`config.mk`:
```
export PLATFORM = sky130hd
export DESIGN_NAME = watch_set_cu
export DESIGN_NICKNAME = d
export VERILOG_FILES = /design/src/rtl/watch_set_cu_pkg.sv /design/src/rtl/watch_set_cu_btn_sync_edge.sv /design/src/rtl/watch_set_cu.sv
export SDC_FILE = /design/constraint.sdc
export NUM_CORES = 1
export LEC_CHECK = 0
export CAP_MARGIN = 25
export CORE_MARGIN = 2
export CORE_UTILIZATION = 55
export DETAILED_ROUTE_END_ITERATION = 7
export PLACE_DENSITY = 0.79
export SLEW_MARGIN = 15
export SYNTH_ARGS = -nofsm -noshare
export SYNTH_HDL_FRONTEND = slang
export SYNTH_SLANG_ARGS = --single-unit
export TNS_END_PERCENT = 50
```
`constraint.sdc`:
```
create_clock -name clk -period 2.1 [get_ports clk]
set_clock_uncertainty 0.1 [all_clocks]
set_input_delay 0.21 -clock clk [delete_from_list [all_inputs] [get_ports clk]]
set_output_delay 0.21 -clock clk [all_outputs]
set_load 0.005 [all_outputs]
```
`src/rtl/watch_set_cu_pkg.sv`:
```
// Shared mode encoding, default 100 MHz timing constants and small helpers
// for the watch set-mode control unit.
package watch_set_cu_pkg;

    typedef enum logic [1:0] {
        MODE_RUN      = 2'd0,
        MODE_SET_SEC  = 2'd1,
        MODE_SET_MIN  = 2'd2,
        MODE_SET_HOUR = 2'd3
    } mode_e;

    localparam int DEF_REPEAT_DELAY  = 50_000_000;
    localparam int DEF_REPEAT_PERIOD = 10_000_000;
    localparam int DEF_TIMEOUT       = 500_000_000;

    function automatic int max3(input int a, input int b, input int c);
        int m;
        m = (a > b) ? a : b;
        return (m > c) ? m : c;
    endfunction

    function automatic mode_e next_mode(input mode_e m);
        case (m)
            MODE_RUN:     return MODE_SET_SEC;
            MODE_SET_SEC: return MODE_SET_MIN;
            MODE_SET_MIN: return MODE_SET_HOUR;
            default:      return MODE_RUN;
        endcase
    endfunction

endpackage

```
`src/rtl/watch_set_cu_btn_sync_edge.sv`:
```
// Two-flop synchronizer plus rising-edge detector for one debounced button.
// A button held through reset yields no edge until released and re-pressed.
module btn_sync_edge (
    input  logic clk,
    input  logic rst,
    input  logic btn,
    output logic level,
    output logic rise
);

    logic       sync_p0;
    logic       sync_p1;
    logic       prev_p2;
    logic [1:0] primed;

    // The previous-value register only tracks real samples; the zeros the
    // synchronizer holds straight after reset must not count as a release.
    always_ff @(posedge clk) begin
        if (rst) begin
            sync_p0 <= 1'b0;
            sync_p1 <= 1'b0;
            primed  <= 2'b00;
            prev_p2 <= 1'b1;
        end else begin
            sync_p0 <= btn;
            sync_p1 <= sync_p0;
            primed  <= {primed[0], 1'b1};
            if (primed[1]) begin
                prev_p2 <= sync_p1;
            end
        end
    end

    assign level = sync_p1;
    assign rise  = sync_p1 & ~prev_p2;

endmodule

```
`src/rtl/watch_set_cu.sv`:
```
// Set-mode control unit: turns mode/up/down button levels into single-cycle
// adjust pulses with hold-to-repeat and an idle return to RUN.
module watch_set_cu
    import watch_set_cu_pkg::*;
#(
    parameter int REPEAT_DELAY  = DEF_REPEAT_DELAY,
    parameter int REPEAT_PERIOD = DEF_REPEAT_PERIOD,
    parameter int TIMEOUT       = DEF_TIMEOUT
) (
    input  logic       clk,
    input  logic       rst,
    input  logic       i_btn_mode,
    input  logic       i_btn_up,
    input  logic       i_btn_down,
    output logic       tick_sec_up,
    output logic       tick_sec_down,
    output logic       tick_min_up,
    output logic       tick_min_down,
    output logic       tick_hour_up,
    output logic       tick_hour_down,
    output logic [1:0] o_mode
);

    localparam int CNT_W = $clog2(max3(REPEAT_DELAY, REPEAT_PERIOD, TIMEOUT));
    localparam logic [CNT_W-1:0] DELAY_LAST   = CNT_W'(REPEAT_DELAY - 1);
    localparam logic [CNT_W-1:0] PERIOD_LAST  = CNT_W'(REPEAT_PERIOD - 1);
    localparam logic [CNT_W-1:0] TIMEOUT_LAST = CNT_W'(TIMEOUT - 1);
    localparam logic [CNT_W-1:0] CNT_ONE      = CNT_W'(1);

    logic mode_lvl_unused, mode_rise;
    logic up_lvl, up_rise, dn_lvl, dn_rise;

    btn_sync_edge u_mode (.clk(clk), .rst(rst), .btn(i_btn_mode), .level(mode_lvl_unused), .rise(mode_rise));
    btn_sync_edge u_up   (.clk(clk), .rst(rst), .btn(i_btn_up),   .level(up_lvl),          .rise(up_rise));
    btn_sync_edge u_down (.clk(clk), .rst(rst), .btn(i_btn_down), .level(dn_lvl),          .rise(dn_rise));

    mode_e            mode_q, mode_d;
    logic [CNT_W-1:0] hold_q, hold_d;
    logic [CNT_W-1:0] idle_q, idle_d;
    logic             rpt_q, rpt_d;
    logic             arm_q, arm_d;
    logic [5:0]       tick_q, tick_d;
    logic             pulse_up, pulse_dn, active, single;

    assign single = up_lvl ^ dn_lvl;

    always_comb begin
        mode_d   = mode_q;
        hold_d   = hold_q;
        idle_d   = idle_q;
        rpt_d    = rpt_q;
        arm_d    = arm_q;
        pulse_up = 1'b0;
        pulse_dn = 1'b0;
        active   = 1'b0;
        tick_d   = '0;
        if (mode_q == MODE_RUN) begin
            hold_d = '0;
            idle_d = '0;
            rpt_d  = 1'b0;
            arm_d  = 1'b0;
            if (mode_rise) begin
                mode_d = MODE_SET_SEC;
            end
        end else begin
            // Priority: mode change, then both-held lockout, then fresh press,
            // then auto-repeat of the armed button.
            if (mode_rise) begin
                mode_d = next_mode(mode_q);
                hold_d = '0;
                rpt_d  = 1'b0;
                arm_d  = 1'b0;
                active = 1'b1;
            end else if (up_lvl && dn_lvl) begin
                hold_d = '0;
                rpt_d  = 1'b0;
                arm_d  = 1'b0;
                active = up_rise | dn_rise;
            end else if (up_rise || dn_rise) begin
                pulse_up = up_rise;
                pulse_dn = dn_rise;
                arm_d    = 1'b1;
                hold_d   = '0;
                rpt_d    = 1'b0;
                active   = 1'b1;
            end else if (arm_q && single) begin
                active = 1'b1;
                if (hold_q == (rpt_q ? PERIOD_LAST : DELAY_LAST)) begin
                    pulse_up = up_lvl;
                    pulse_dn = dn_lvl;
                    hold_d   = '0;
                    rpt_d    = 1'b1;
                end else begin
                    hold_d = hold_q + CNT_ONE;
                end
            end else begin
                hold_d = '0;
                rpt_d  = 1'b0;
                if (!single) begin
                    arm_d = 1'b0;
                end
            end

            if (active) begin
                idle_d = '0;
            end else if (idle_q == TIMEOUT_LAST) begin
                mode_d = MODE_RUN;
                idle_d = '0;
            end else begin
                idle_d = idle_q + CNT_ONE;
            end

            case (mode_q)
                MODE_SET_SEC:  tick_d = {4'b0000, pulse_dn, pulse_up};
                MODE_SET_MIN:  tick_d = {2'b00, pulse_dn, pulse_up, 2'b00};
                MODE_SET_HOUR: tick_d = {pulse_dn, pulse_up, 4'b0000};
                default:       tick_d = '0;
            endcase
        end
    end

    always_ff @(posedge clk) begin
        if (rst) begin
            mode_q <= MODE_RUN;
            hold_q <= '0;
            idle_q <= '0;
            rpt_q  <= 1'b0;
            arm_q  <= 1'b0;
            tick_q <= '0;
        end else begin
            mode_q <= mode_d;
            hold_q <= hold_d;
            idle_q <= idle_d;
            rpt_q  <= rpt_d;
            arm_q  <= arm_d;
            tick_q <= tick_d;
        end
    end

    assign tick_sec_up    = tick_q[0];
    assign tick_sec_down  = tick_q[1];
    assign tick_min_up    = tick_q[2];
    assign tick_min_down  = tick_q[3];
    assign tick_hour_up   = tick_q[4];
    assign tick_hour_down = tick_q[5];
    assign o_mode         = mode_q;

endmodule

```
==> impl.org, run 1 <==
** Logic synthesis
- Number of cells produced by synthesis :: 423
- FFs w/ async S/R, synth :: 0
- Of all cell types, the one taking the most synthesized area is sky130_fd_sc_hd__dfxtp_1.
- Among all cell types in the netlist, the one instantiated most often is sky130_fd_sc_hd__dfxtp_1.
- Post-synthesis cell area :: 0.00381 mm2
- Counting flops with a built-in enable in the synthesized netlist gives 0.
- Most frequently used flop master after synthesis :: sky130_fd_sc_hd__dfxtp_1
- Synth area leaders :: sky130_fd_sc_hd__dfxtp_1 (41%), sky130_fd_sc_hd__a211oi_1 (5.1%), sky130_fd_sc_hd__or4_1 (5.1%)
- Commonest cells post-synth :: sky130_fd_sc_hd__dfxtp_1 (79), sky130_fd_sc_hd__nand2_1 (27), sky130_fd_sc_hd__nand3_1 (27), sky130_fd_sc_hd__nor3_1 (27)
- Counting distinct cell types in the post-synthesis netlist gives 48.
- The synthesized design contains 79 register bits.
- Yosys warns :: 0
- The share of synthesized area in the top cell type comes to 0.415.
- The share of the Yosys chip area taken by registers is 0.415.
- Synthesized area per cell :: 9.01 um2
- Post-synth net total :: 436

** Clocking
- # H-tree levels :: 3
- Number of sinks handled by clock tree synthesis :: 79
- Clock-pin slew was measured on the worst setup and hold paths at 0.08 ns.
- TritonCTS built the clock tree.
- In this run, CTS created clock tree buffers numbering 9.
- Clock tree root buffer cell :: sky130_fd_sc_hd__clkbuf_8
- Max clock buf depth :: 2
- At the later pin of the worst-skew pair, clock insertion delay measures 0.35 ns.
- In this run, post-CTS hold repair placed 0 buffers.

** STA
- Once routing completed, OpenROAD measured the worst setup slack at 0.0636 ns.
- Post-layout min period :: 2.04 ns
- Of the available clock period, the critical path in the final layout requires 0.970.
- Transition time at the pin with the least slew margin :: 0.405 ns
- The number of hold violations in the final report was 0.
- Setup violations remaining at the end of the flow were counted as 0.
- The worst pin sits at a relative slew slack of 0.727.
- Based on the critical path, the design can be clocked at up to 491 MHz.
- The max-slew violation count came to 0.

** Run
- Max-capacitance violation count :: 0

** Drt
- Routed vias :: 3400
- Number of nets still failing antenna checks after routing :: 0
- Top Metal Used :: met4
- Total Wirelength :: 8500 um
- In the routed design, unresolved DRC markers number 0.
- Routed metal-1 wirelength :: 3750 um
- Wire length on met3 :: 331 um
- Avg Vias per Cell :: 6.33
- Met2 wire len :: 4300 um
- Routed length per instance :: 15.8 um
- The detailed router finished its first iteration with 134 violations.
- Length of the first detailed-routing pass in iterations :: 6

** Die
- Initial standard-cell utilization of the core :: 0.564
- I/O pin count :: 13
- After floorplanning, the core was divided into 30 placement rows.
- The die covers 0.00761 mm2.
- Die extent in y :: 87.3 um
- Horizontal die dimension :: 87.3 um
- Placeable core region :: 0.00676 mm2

** Worst hold path
- The worst hold path was traced through 2 stages.
- The min-delay analysis places its worst path in the category input port to flop.

** Critical path
- For the worst flop-to-flop path, the logic depth is 6.
- Worst setup EP type :: flop
- The worst setup path is of the flop to flop kind.
- The worst setup path is launched from a flop.
- WP data required :: 2.26 ns
- CP Data Arrival Time :: 2.20 ns
- Along the worst path, the maximum fanout reaches 5.

** Layout
- Of the cells placed in the final design, the portion with a size suffix greater than 1 is 0.149.
- The number of antenna diodes in the final layout is 0.
- Post-Layout Cell Count :: 537
- Area delta synth->final :: 17.6%
- Measured on the finished design, the core utilization comes to 0.664.
- Number of nets in the final layout :: 465

** Power
- VDD sags by at most 0.000687 V.
- Summed over all cells, the static leakage comes to 0.00133 uW.
- For this design the ratio of total power to cell area is 636 mW/mm2.

** Global route
- Largest net degree at the start of global routing :: 31
- Global routing usage summed across all routing layers :: 0.234
- After global routing the overflow that remains totals 0.
- The initial antenna violation count is 0.
- Number of global-route vias before repair :: 3147
- First-pass GRT wire length :: 14200 um

** Placement
- Prior to clock tree synthesis, the placed netlist has a worst setup slack of 0.0270 ns.
- Port buffering added 12 buffers.
- Routability congestion estimate from global placement :: 0.851
- Cell total after placement :: 519
- Once detailed placement completed, the half-perimeter wirelength came to 5800 um.

** Outcome
- The run finished with clean final reports.
per-layer routing:
layer | track usage | up-vias
li1 | - | 1688
met1 | 0.283 | 1632
met2 | 0.398 | 66
met3 | 0.0701 | 14
met4 | 0.0713 | 0
met5 | 0 | -
cells by family (layout without fill, tap and decap cells):
| family | after synthesis | after routing | synth area share |
|---|---|---|---|
| multiplexers | 3 | 3 | 0.00788 |
| AND/OR/NAND/NOR | 191 | 191 | 0.295 |
| buffers and inverters | 35 | 69 | 0.0394 |
| XOR/XNOR | 21 | 21 | 0.0482 |
| AO/OA/AOI/OAI | 86 | 86 | 0.168 |
| flip-flops | 79 | 79 | 0.415 |
| adder cells (fa/ha/maj) | 8 | 8 | 0.0263 |
flip-flops by register name, summed over array words and instances, names as in the netlist:
name,count
u_down.sync_p0,1
u_down.prev_p2,1
u_mode.prev_p2,1
rpt_q,1
u_up.level,1
u_down.level,1
arm_q,1
hold_q,29
tick_q,6
idle_q,29
u_mode.sync_p0,1
u_up.sync_p0,1
o_mode,2
u_up.prev_p2,1
u_mode.level,1
u_mode.primed,1
u_down.primed,1
worst max-delay path, cell delays in order (launching register included):
cell                       delay (ns)
sky130_fd_sc_hd__dfxtp_1         0.42
sky130_fd_sc_hd__ha_1            0.19
sky130_fd_sc_hd__and3_2          0.26
sky130_fd_sc_hd__nand4_1         0.18
sky130_fd_sc_hd__buf_4           0.19
sky130_fd_sc_hd__or4_1           0.39
sky130_fd_sc_hd__a211oi_1        0.23
through the flow:
stage | area, um2 | total power (uW) | hold slack (ns) | setup TNS [ns]
finish | 4480 | 2850 | 0.323 | 0
global route | 4480 | 2950 | 0.314 | -0.0255
CTS | 4410 | 2870 | 0.317 | 0
detailed placement | 4180 | 1600 | 0.328 | 0
global placement | 4180 | 1600 | 0.323 | 0
floorplan | 3810 | 1580 | 0.238 | 0
cell usage in the layout, fill, tap and decap left out, types with 5 or more instances in the layout:
cell,count
sky130_fd_sc_hd__buf_4,26
sky130_fd_sc_hd__or3_1,7
sky130_fd_sc_hd__nor2b_1,12
sky130_fd_sc_hd__xor2_1,8
sky130_fd_sc_hd__or4_1,26
sky130_fd_sc_hd__ha_1,8
sky130_fd_sc_hd__dfxtp_1,77
sky130_fd_sc_hd__nand3_1,27
sky130_fd_sc_hd__o31ai_1,24
sky130_fd_sc_hd__nand4_1,15
sky130_fd_sc_hd__o21ai_0,8
sky130_fd_sc_hd__and4_1,7
sky130_fd_sc_hd__nand2_1,26
sky130_fd_sc_hd__a211oi_2,5
sky130_fd_sc_hd__inv_1,11
sky130_fd_sc_hd__clkbuf_8,11
sky130_fd_sc_hd__nor4_1,5
sky130_fd_sc_hd__clkdlybuf4s50_1,12
sky130_fd_sc_hd__nor3_1,26
sky130_fd_sc_hd__a211oi_1,26
sky130_fd_sc_hd__a21oi_1,9
sky130_fd_sc_hd__xnor2_1,13
sky130_fd_sc_hd__nor2_1,12
final timing paths:
check | from | end | slack [ns]
max | hold_q[0]$_SDFF_PP0_ | hold_q[26]$_SDFF_PP0_ | 0.06
min reg2reg | u_mode.primed[0]$_DFF_P_ | u_down.primed[1]$_SDFF_PP0_ | 0.34
min | i_btn_mode | u_mode.sync_p0$_SDFF_PP0_ | 0.32
max reg2reg | hold_q[0]$_SDFF_PP0_ | hold_q[26]$_SDFF_PP0_ | 0.06
final cells by class:
type,count,area (um2)
fillers,528,2270
well taps,80,100
repair buffers,42,387
inverters,11,41.3
clock inverters,4,76.3
flip-flops and latches,79,1580
multi-input cells,309,2140
clock buffers,12,155
power by group:
group	switching (uW)	total [uW]	internal, uW	leakage, uW
registers	11.4	1520	1510	0.000640
logic	22.6	48.4	25.8	0.000578
clock network	543	1280	739	0.000113
total	577	2850	2270	0.00133
timing repair:
action	4_1_cts	5_1_grt
endpoints found under the setup margin	0	50
resized for setup	0	13
setup buffers	0	2
Power figures use the tool's default switching activity.
==> inputs of run 2 (changes only) <==
--- a/config.mk
+++ b/config.mk
@@ -6,7 +6,6 @@
 export NUM_CORES = 1
 export LEC_CHECK = 0
 export CAP_MARGIN = 25
-export CORE_MARGIN = 2
 export CORE_UTILIZATION = 55
 export DETAILED_ROUTE_END_ITERATION = 7
 export PLACE_DENSITY = 0.79
==> run 2 against run 1 <==
Net effect: fmax up 0.44%; design area down 0.98%; largest cell class unchanged; sequential share of layout area rose by 0.32 points; wire length fell by 1.6%; largest power group unchanged; sequential power hardly changed; total power fell by 1.1%; sequential cell count stayed put; non-clock buffer count rose by 1; worst setup slack better by 0.0089 ns; utilization is 1.6 points higher; combinational power fell by 8.7%; worst hold slack worse by 0.0091 ns.
==> impl.org, run 2 (synthesized netlist as in run 1, its figures left out) <==
** Outcome
- The flow ran to the end, and the final reports show no timing, DRC or antenna violations.

** Run
- Max-cap violations in this run came to 0.

** Power
- Leakage power of the design :: 0.00132 uW
- VDD sags by at most 0.000435 V.
- Power spread over the standard cell area amounts to 635 mW/mm2.

** Layout
- The library cells used most frequently in the layout, excluding fill and tap cells, are sky130_fd_sc_hd__dfxtp_1 (78), sky130_fd_sc_hd__buf_4 (28), sky130_fd_sc_hd__nand2_1 (27), sky130_fd_sc_hd__nand3_1 (27), sky130_fd_sc_hd__or4_1 (26).
- After filler insertion, the fill cell instance count of the layout stands at 511.
- Ant. Diodes :: 0
- Most common cell after layout, fill and taps aside :: sky130_fd_sc_hd__dfxtp_1
- The area growth from synthesis to layout is 16.4%.
- Number of nets in the final layout :: 466
- Once layout is complete, the utilization of the core stands at 0.680.
- Fraction of layout instances using a drive strength above 1 :: 0.146
- Top flop regs :: hold_q x29, idle_q x29, tick_q x6

** Clocking
- CTS tree :: built
- After clock tree synthesis, the clock-pin slew on the worst setup and hold paths is 0.08 ns.
- The H-tree generated during clock tree synthesis spans 3 levels.
- The longest clock path from root to sink contains 2 buffers.
- Num CTS Buffers :: 9
- Latest clock arrival within the worst-skew pair :: 0.35 ns
- The clock net in this run drives a total of 79 sinks.
- Clock tree synthesis selected as its root buffer the cell sky130_fd_sc_hd__clkbuf_8.

** Die
- Initial standard-cell utilization of the core :: 0.584
- Horizontal die dimension :: 85.3 um
- Placeable core region :: 0.00653 mm2
- Die extent in y :: 85.3 um
- I/O pin count :: 13
- After floorplanning, the core was divided into 29 placement rows.
- The floorplan step defined a die boundary enclosing 0.00727 mm2.

** Critical path
- Critical path peak fanout :: 10
- CP cell instances :: ha_1 > and3_1 > nand2_1 > or4_1 > a211oi_1
- For the worst setup path, the data arrival time is 2.20 ns.
- The worst register-to-register path begins at hold_q[0]$_SDFF_PP0_.
- For flop-to-flop paths, the worst setup slack is 0.07 ns.
- Depth of the worst register-to-register path :: 5
- In this design, the stage delay of the slowest critical-path cell is 0.56 ns.
- In this run the critical register-to-register path is captured at hold_q[22]$_SDFF_PP0_.
- The slowest stage of the critical path is the sky130_fd_sc_hd__or4_1 cell.
- Startpoint Class :: flop
- Worst setup EP type :: flop
- WP data required :: 2.27 ns
- The critical path is of the flop to flop type.

** STA
- Setup violations remaining at the end of the flow were counted as 0.
- The max-slew violation count was 0.
- The number of hold violations in the final report was 0.
- Headroom to the max-slew limit came out at 0.659.
- Setup repair after global routing could not meet its margin everywhere.
- Transition time at the pin with the least slew margin :: 0.511 ns
- Highest clock rate :: 493 MHz
- Period utilization :: 0.965
- The worst path in the final design needs a cycle of 2.03 ns, including I/O delays and setup.
- Hold timing on the final database bottoms out at a slack of 0.314 ns.

** Placement
- DP Wirelength :: 5810 um
- Routability congestion estimate from global placement :: 0.906
- Buffers placed on the I/O ports in this run total 12.

** Drt
- After detailed routing, the number of remaining DRC violations is 0.
- Dividing the detail-routed via count by the number of cells gives 6.27.
- Total Wirelength :: 8360 um
- The final route contains 3355 vias.
- For this block, the initial DRC count from the detailed router was 211.
- Once detail routing completed, the nets flagged for antenna violations numbered 0.
- The pre-antenna-repair detailed-routing pass consisted of 4 iterations.
- Routed length per instance :: 15.6 um

** Global route
- Met1 layer usage reported by global route :: 0.306
- Entering global routing, the biggest net connects 31 pins.
- The layer flagged by global routing as most heavily used is met2.
- Across every metal layer, demand over resource in global routing totals 0.248.
- Number of global-route vias before repair :: 3225
- Met2 Track Usage GR :: 0.412
- Met3 track demand over resource :: 0.0632
- Total grt overflow :: 0
- The initial antenna violation count came to 0.
- The first global-routing pass estimated 14500 um of wire.

** Worst hold path
- In this run the worst hold path is classified as input port to flop.
- The worst hold path begins at i_btn_up.
- Along the worst hold path, the cell count comes to 2.
- End of the worst hold path :: u_up.sync_p0$_SDFF_PP0_
run 2: cell count changes in the layout (fill, tap and decap cells not counted), moves of 2 or more:
cell                       previous run  this run
sky130_fd_sc_hd__and3_1               1         3
sky130_fd_sc_hd__clkinv_2             0         2
sky130_fd_sc_hd__and3_2               2         0
sky130_fd_sc_hd__buf_4               26        28
sky130_fd_sc_hd__nor4_2               1         3
run 2: how the worst max path moves through the flow:
stage                               from                     to  slack (ns)  cells after the start
floorplan           idle_q[0]$_SDFF_PP0_  idle_q[23]$_SDFF_PP0_        0.02                      7
global placement    idle_q[0]$_SDFF_PP0_  idle_q[20]$_SDFF_PP0_        0.11                      5
detailed placement  idle_q[0]$_SDFF_PP0_  idle_q[26]$_SDFF_PP0_        0.04                      5
CTS                 idle_q[0]$_SDFF_PP0_  idle_q[24]$_SDFF_PP0_        0.02                      5
global route        hold_q[0]$_SDFF_PP0_  hold_q[22]$_SDFF_PP0_       -0.04                      5
finish              hold_q[0]$_SDFF_PP0_  hold_q[22]$_SDFF_PP0_        0.07                      5
run 2: layer usage:
metal,share of wire,wire length [um]
met1,0.46,3810
met2,0.50,4170
met3,0.030,252
met4,0.015,122
met5,0,0
run 2: cell type report:
cell class	instances	area (um2)	share of cell area
well taps	77	96.3	0.0217
multi-input cells	309	2120	0.477
inverters	11	41.3	0.00930
repair buffers	43	382	0.0860
clock buffers	11	141	0.0318
flip-flops and latches	79	1580	0.357
clock inverters	5	78.8	0.0178
run 2: through the flow:
stage / worst slack (ns) / area (um2) / cells / power (uW) / setup TNS (ns)
6_report: 0.0725 / 4440 / 535 / 2820 / 0
5_1_grt: -0.0384 / 4440 / 535 / 2920 / -0.109
4_1_cts: 0.0191 / 4410 / 535 / 2850 / 0
3_5_place_dp: 0.0355 / 4190 / 519 / 1600 / 0
3_3_place_gp: 0.110 / 4190 / 519 / 1600 / 0
2_1_floorplan: 0.0216 / 3810 / 423 / 1580 / 0
run 2: worst max-delay path, delay by kind of cell, from the launching register on:
family                     cells  cell delay, ns
AOI/OAI and AO/OA              1            0.23
and+or+nand+nor                3            1.00
adders and majority gates      1            0.23
DFF                            1            0.40
run 2: power breakdown:
part           switching (uW)  internal, uW
combinational            20.6          23.6
sequential               10.6          1510
clock                     553           703
run 2: repair_timing:
item | in CTS | in global routing
buffers inserted | 0 | 0
hold buffers | 0 | 0
setup endpoints to repair | 0 | 43
resized for setup | 0 | 7
